`src/rtl/mem_arbiter.sv`:
```
// Two-port-to-one RAM arbiter: data requests win, instruction fetch is served otherwise.
// Define MEM_ARB_FAIRNESS_EN to bound instruction starvation with a streak counter.
module mem_arbiter #(
    parameter int STARVE_LIMIT = 4
) (
    input  logic        CLK,
    input  logic        nRST,
    input  logic        iREN,
    input  logic [31:0] iaddr,
    input  logic        dREN,
    input  logic        dWEN,
    input  logic [31:0] daddr,
    input  logic [31:0] dstore,
    input  logic [1:0]  ramstate,
    input  logic [31:0] ramload,
    output logic        ihit,
    output logic [31:0] iload,
    output logic        dhit,
    output logic [31:0] dload,
    output logic [31:0] ramaddr,
    output logic [31:0] ramstore,
    output logic        ramREN,
    output logic        ramWEN,
    output logic        err
);

    typedef enum logic [1:0] {
        IDLE,
        IACC,
        DACC
    } state_t;

    localparam logic [1:0] RAM_ACCESS = 2'd2;
    localparam logic [1:0] RAM_ERROR  = 2'd3;

    if (STARVE_LIMIT < 1 || STARVE_LIMIT > 15) begin : g_limit_range
        $error("mem_arbiter: STARVE_LIMIT must be 1..15");
    end

    state_t state;
    state_t next;
    logic   force_i;

`ifdef MEM_ARB_FAIRNESS_EN
    localparam logic [3:0] LIMIT = 4'(STARVE_LIMIT);

    logic [3:0] streak;

    // Streak counts data grants taken while a fetch was waiting.
    always_ff @(posedge CLK) begin
        if (!nRST) begin
            streak <= '0;
        end else if (state == IDLE && next == DACC) begin
            if (!iREN)
                streak <= '0;
            else if (streak != LIMIT)
                streak <= streak + 4'd1;
        end else if (state == IDLE && next == IACC) begin
            streak <= '0;
        end
    end

    assign force_i = iREN && (streak == LIMIT);
`else
    assign force_i = 1'b0;
`endif

    always_ff @(posedge CLK) begin
        if (!nRST) begin
            state <= IDLE;
            err   <= 1'b0;
        end else begin
            state <= next;
            if (state != IDLE && ramstate == RAM_ERROR)
                err <= 1'b1;
        end
    end

    always_comb begin
        next     = state;
        ramaddr  = '0;
        ramstore = '0;
        ramREN   = 1'b0;
        ramWEN   = 1'b0;
        ihit     = 1'b0;
        dhit     = 1'b0;
        iload    = '0;
        dload    = '0;
        unique case (state)
            IDLE: begin
                if ((dREN || dWEN) && !force_i)
                    next = DACC;
                else if (iREN)
                    next = IACC;
            end
            IACC: begin
                if (!iREN) begin
                    next = IDLE;
                end else begin
                    ramaddr = iaddr;
                    ramREN  = 1'b1;
                    if (ramstate == RAM_ACCESS) begin
                        ihit  = 1'b1;
                        iload = ramload;
                        next  = IDLE;
                    end else if (ramstate == RAM_ERROR) begin
                        next = IDLE;
                    end
                end
            end
            DACC: begin
                if (!dREN && !dWEN) begin
                    next = IDLE;
                end else begin
                    ramaddr = daddr;
                    // A write wins when both enables are raised.
                    if (dWEN) begin
                        ramWEN   = 1'b1;
                        ramstore = dstore;
                    end else begin
                        ramREN = 1'b1;
                    end
                    if (ramstate == RAM_ACCESS) begin
                        dhit  = 1'b1;
                        dload = ramload;
                        next  = IDLE;
                    end else if (ramstate == RAM_ERROR) begin
                        next = IDLE;
                    end
                end
            end
            default: next = IDLE;
        endcase
    end

endmodule

```
`config.mk`:
```
export PLATFORM = sky130hd
export DESIGN_NAME = mem_arbiter
export DESIGN_NICKNAME = d
export VERILOG_FILES = /design/src/rtl/mem_arbiter.sv
export SDC_FILE = /design/constraint.sdc
export NUM_CORES = 1
export LEC_CHECK = 0
export BUFFER_PORTS_ARGS = -buffer_cell sky130_fd_sc_hd__buf_2
export CAP_MARGIN = 0
export CELL_PAD_IN_SITES_DETAIL_PLACEMENT = 0
export CELL_PAD_IN_SITES_GLOBAL_PLACEMENT = 2
export CORE_MARGIN = 2
export CORE_UTILIZATION = 10
export DETAILED_ROUTE_END_ITERATION = 7
export PLACE_DENSITY_LB_ADDON = 0.05
export REMOVE_ABC_BUFFERS = 1
export SLEW_MARGIN = 25
export SYNTH_ARGS = -nofsm -noshare
export SYNTH_HDL_FRONTEND = slang
export SYNTH_SLANG_ARGS = --single-unit
```
`constraint.sdc`:
```
create_clock -name CLK -period 1.97 [get_ports CLK]
set_input_delay 0 -clock CLK [delete_from_list [all_inputs] [get_ports CLK]]
set_output_delay 0 -clock CLK [all_outputs]
set_load 0.01 [all_outputs]
```
==> impl_results.md, run 1 <==
* Outcome: finished clean
* Min-delay src: nRST
* Register area at approximately 60 um2
* Most common cell after layout, fill and taps aside: buf_2
* Setup-failing EPs final at 0
* Critical path fanouts, max at 33
* Cell count after synthesis at between 200 and 250
* Rel. slew slack at between 60% and 70%
* Total track usage at between 10% and 20%
* Setup tns final at 0 ns
* R2r setup slk at about 0.50 ns
* # IOs at 268
* Die Y at 126.0 um
* Flops & latches, synth at 3
* Fmax at 575.1 MHz
* YS warnings at 0
* Period utilization at approximately 90%
* Share of synthesized registers carrying an async set or reset at 0%
* Hold WC Path Type: in -> reg
* Hold depth at 2
* CP max-delay cell: dfxtp_1
* Slew Limit Fails at 0
* Routed length per placed instance at between 10 and 15 um
* Fin Clk Skew at ~0.0012 ns
* Starting Density at 10.24%
* Clk sinks at 3
* Max-cap violations at 0
* H-tree levels at 1
* Die area at 15880 um2
* Netlist Area Pre-Place at roughly 1500 um2
* Setup crit start kind: flip-flop
* CP Capture Type: output port
* Fill cell count at 1680
* Largest net degree at the start of global routing at 38
* Die width at between 100 and 150 um
* Critical path data arrival time at around 1.7 ns
* Total wire length after detailed routing at 8.949 mm
* Vias at about 2500
* Sequential share of the synthesized area at a little over 4%
* GRT overflow at 0
* Design area at between 3000 and 4000 um2
* Area Growth Syn to Fin at 104.9%
* Final Non-Filler Cells at between 600 and 700
* DP Area at around 3000 um2
* Cell Rows at 44
* IO buf count at 267
* Capturing point of the worst reg2reg path: state[1]
* Tightest Pin Transition at a little under 0.5 ns
* Most frequent cells in the layout: buf_2 (267), and2_1 (66), a22oi_1 (32), nor2b_1 (32), and3_1 (32)
* First-pass GRT wire length at 13.41 mm
* Number of global-route vias before repair at roughly 2400
* CTS tree: done
* CP Cell Sequence: buf_4 > ha_1 > o21a_1 > buf_6 > a22oi_1 > nor2b_1 > buf_2
* Post-Place Cells at 653
* CTS Buffer Depth at 2
* Post-Syn Area per Cell at 6.799 um2
* Unique masters post-synth at 23
* Primary FF master, synth: dfxtp_1
* Final nets at 613
* Slowest Stage Delay on Critical Path at between 0.3 and 0.4 ns
* Critical path type: reg -> out
* Vias per cell at between 3 and 4
* GPL Wtd Cong at approximately 0.67
* Worst R2R Start: state[0]
* Skew-Pair Late Insertion Delay at about 0.22 ns
* DRC violations left at 0
* Initial antenna violation count at 2
* Post-CTS Setup Repair Bufs at 0
* Hold endpoint: err
* CORE AREA at between 10000 and 15000 um2
* Final Critical Period at 1.739 ns
* Post-route ant nets at 0
* Unrepaired setup endpoints after global routing: false
* Leak pwr at 1.897 nW
* Pwr per Cell Area at approximately 290 nW/um2
* Multi-input logic area at between 1000 and 1500 um2
* Clk Tree Root Cell: clkbuf_16
* Initial DRC Count at a little under 50
* Register-to-Register Path Depth at 6
* Placed wire-length estimate at 7.300 mm
* Clock slew at reported path FFs at around 0.03 ns
* Share of cells above drive strength 1 at approximately 60%
* CP Data Required Time at between 1.5 and 2 ns
* Drt pass-1 iters at 4
* Peak supply drop at about 220 uV
* Hold slack at between 0.06 and 0.07 ns
* Tot Pwr at roughly 0.87 mW
* CTS buffer count at 3
* EDFF count, synth at 0
* Final Hold Viols at 0
-- sequential cells by signal, summed over array words and instances (netlist names) --
| name | cells |
|---|---|
| err | 1 |
| state | 2 |
-- cells in the mapped netlist, types with 2 or more instances --
master	count	area share, %
nor2b_1	32	13
o21ai_1	2	0.67
and2_1	67	28
nand2_1	4	1.0
ha_1	4	3.4
a32oi_1	3	1.8
clkbuf_1	11	2.8
nor2_2	2	0.84
a22oi_1	32	16
buf_2	5	1.7
o21a_1	2	1.0
dfxtp_1	3	4.0
and3_1	32	13
nor2_1	2	0.50
buf_6	8	6.1
inv_1	3	0.76
-- report_power, final --
part | leakage (nW) | internal [mW] | switching (mW)
Combinational | 1.83 | 0.248 | 0.236
Clock | 0.0382 | 0.267 | 0.0538
Sequential | 0.0246 | 0.0655 | 0.00234
Total | 1.90 | 0.580 | 0.292
-- stage by stage --
step	util [%]	worst slack (ns)
final	20.99	0.2312
after global routing	20.99	0.01439
after CTS	20.94	0.01851
after detailed placement	20.39	0.2577
after global placement	20.39	0.2635
after floorplan	-	-0.08893
-- cells by family after synthesis --
| group | share of synthesized area (%) |
|---|---|
| adders and majority gates | 3.361 |
| buffers and inverters | 11.26 |
| DFF | 4.034 |
| and+or+nand+nor | 61.26 |
| AOI/OAI and AO/OA | 20.08 |
-- timing repair --
item,CTS,global route
setup endpoints to repair,0,32
endpoints found under the hold margin,0,0
hold buffers,0,0
gates resized for setup,0,2
-- layout make-up --
cell class	instances	share of cell area [%]
tap	184	7.547
sequential	3	1.969
inverter	3	0.3692
antenna	1	0.08203
multi-input combinational	189	41.39
clock buffer	4	2.584
timing repair buffer	274	46.06
-- worst max-delay path by stage --
stage                     startpoint          end  cells past startpoint  slack, ns
after floorplan             state[0]   ramaddr[0]                      5      -0.09
after global placement      state[0]   ramaddr[1]                      6       0.26
after detailed placement    state[0]   ramaddr[6]                      6       0.26
after CTS                   state[0]   ramaddr[6]                      6       0.02
after global routing        state[0]  ramaddr[31]                      7       0.01
final                       state[1]  ramaddr[18]                      7       0.23
-- layer usage --
layer	wire length (um)	track usage, %	vias to the layer above
li1	-	-	1261
met1	3179	11.06	1068
met2	4733	20.43	151
met3	969	3.186	4
met4	48	1.293	2
met5	19	0	-
-- worst max-delay path: cells and delay by family, from the launching register on --
family	cells	cell delay [ns]
buffers and inverters	3	0.54
AO/OA/AOI/OAI	2	0.33
flip-flops	1	0.31
adder cells (fa/ha/maj)	1	0.18
AND/OR/NAND/NOR	1	0.13
Note: power is estimated with default switching activity, not from simulation.
==> run 2: changes to the inputs <==
- CORE_ASPECT_RATIO: unset -> 1.1
==> run 2 against run 1 <==
Against the previous run:
- sequential power rose by 3.2%
- maximum frequency rose by 1.1%
- combinational power fell by 0.8%
- critical path type unchanged
- clock power barely moved
- critical endpoint is now ramaddr[21]
- clock skew barely moved
- routed wire length fell by 1.7%
- worst hold slack got worse by 0.0089 ns
- cell area fell by 0.21%
- via count rose by 0.40%
==> impl_results.md, run 2 (synthesized netlist as in run 1, its figures left out) <==
* Outcome: finished clean
* Die area at ~16000 um2
* # IOs at 268
* Pwr per Cell Area at approximately 290 nW/um2
* Total track usage at between 9 and 10%
* GRT overflow at 0
* Period utilization at 87.27%
* Setup-failing EPs final at 0
* CTS buffer count at 3
* Peak supply drop at approximately 260 uV
* Critical path data arrival time at about 1.7 ns
* Die Y at around 130 um
* Tightest Pin Transition at 0.3786 ns
* Most common cell after layout, fill and taps aside: buf_2
* Top delay family on crit path: buffers and inverters
* CP Capture Type: output port
* Area Growth Syn to Fin at 104.5%
* Min-delay src: nRST
* Number of global-route vias before repair at between 2000 and 2500
* CTS tree: done
* Max reg flops at 2
* Setup WS pre-CTS at 0.3844 ns
* Initial antenna violation count at 0
* Final Non-Filler Cells at between 600 and 700
* CP Data Required Time at slightly below 2 ns
* Setup tns final at 0 ns
* Fill cell count at 1685
* Most frequent cells in the layout: buf_2 (267), and2_1 (67), a22oi_1 (32), nor2b_1 (32), and3_1 (32)
* Leading registers by flop count: state (2), err (1)
* Met3 GRT Util at under 10%
* DRC violations left at 0
* Setup crit start kind: flip-flop
* Largest net degree at the start of global routing at 35
* Initial DRC Count at 53
* Skew-Pair Late Insertion Delay at about 0.22 ns
* CORE AREA at 14500 um2
* Clock slew at reported path FFs at around 0.03 ns
* H-tree levels at 1
* Worst R2R Start: state[1]
* Grt met2 use at slightly above 20%
* Cts hold-fix bufs at 0
* Vias per cell at roughly 3.8
* ANT cells at 0
* Die width at about 120 um
* Post-route ant nets at 0
* Vias at 2496
* Routed length per placed instance at 13.23 um
* Setup ws final at approximately 0.25 ns
* Share of cells above drive strength 1 at roughly three fifths
* Placed wire-length estimate at approximately 7 mm
* IO buf count at 267
* Clk sinks at 3
* Register area at ~60 um2
* Cell Rows at 46
* Worst Path Buf+Inv at 3
* First-pass GRT wire length at 12.64 mm
* Post-CTS sizing at 0
* Starting Density at between 10 and 15%
* Gr busiest metal: met2
* Critical path type: reg -> out
* Slowest Stage Delay on Critical Path at about 0.34 ns
* Final Hold Viols at 0
* CP max-delay cell: dfxtp_1
* Multi-input logic area at between 1000 and 1500 um2
* Leak pwr at between 1.5 and 2 nW
* Post-CTS Setup Repair Bufs at 0
* Critical path fanouts, max at 33
* GR Util met1 at under 10%
* CTS Buffer Depth at 2
* Fmax at roughly 580 MHz
* CP Cell Sequence: inv_1 > ha_1 > and2_1 > buf_4 > a22oi_1 > nor2b_1 > buf_2
* Tot Pwr at 0.8701 mW
* Final Critical Period at 1.719 ns
* Biggest register: state
* GPL Wtd Cong at ~0.72
* Drt pass-1 iters at 4
* Hold WC Path Type: in -> reg
* Final nets at between 600 and 700
* Unrepaired setup endpoints after global routing: false
* Rel. slew slack at about three quarters
* Total wire length after detailed routing at about 8.8 mm
* Slew Limit Fails at 0
* Max-cap violations at 0
* Clk Tree Root Cell: clkbuf_16
* Worst setup path start: state[1]
* Fin Clk Skew at 0.001039 ns
* Post-Place Cells at between 600 and 700
run 2: changes by cell type in the layout (fill, tap and decap cells not counted):
cell     before  now
and2_1       66   67
diode_2       1    0
and2_2        1    0
buf_4         5    6
buf_12        1    0
run 2: power by group:
part	switching [mW]	internal, mW
registers	0.00457	0.0656
clock network	0.0535	0.267
logic	0.234	0.246
run 2: cell type report:
type | count | area share, %
multi-input combinational | 189 | 41.43
sequential | 3 | 1.973
tap | 192 | 7.891
inverter | 3 | 0.3699
clock buffer | 4 | 2.589
timing repair buffer | 274 | 45.75
run 2: layer usage:
metal	wire [um]	part of all wire, %	vias up
li1	-	-	1254
met1	3043	35	1072
met2	4730	54	164
met3	941	11	6
met4	80	0.91	0
met5	0	0	-
run 2: per-stage QoR:
stage | utilization (%) | hold WS (ns) | instance area (um2)
final | 20.99 | 0.05713 | 3044
after global routing | 20.99 | 0.07250 | 3044
after CTS | 20.96 | 0.05999 | 3040
after detailed placement | 20.42 | 0.2921 | 2962
after global placement | 20.42 | 0.2872 | 2962
after floorplan | - | 0.1175 | 1333
run 2: final timing paths:
check | slack (ns) | to | cells past startpoint
setup reg to reg | 0.40 | state[0] | 6
hold reg to reg | 0.46 | err | 1
hold / removal | 0.06 | err | 2
setup / recovery | 0.25 | ramaddr[21] | 7
run 2: worst reg2reg max path, cell delays in order, from the launching register on:
cell,delay [ns]
dfxtp_1,0.40
inv_1,0.09
ha_1,0.20
and2_1,0.16
buf_4,0.24
a32oi_1,0.27
o21ai_1,0.10
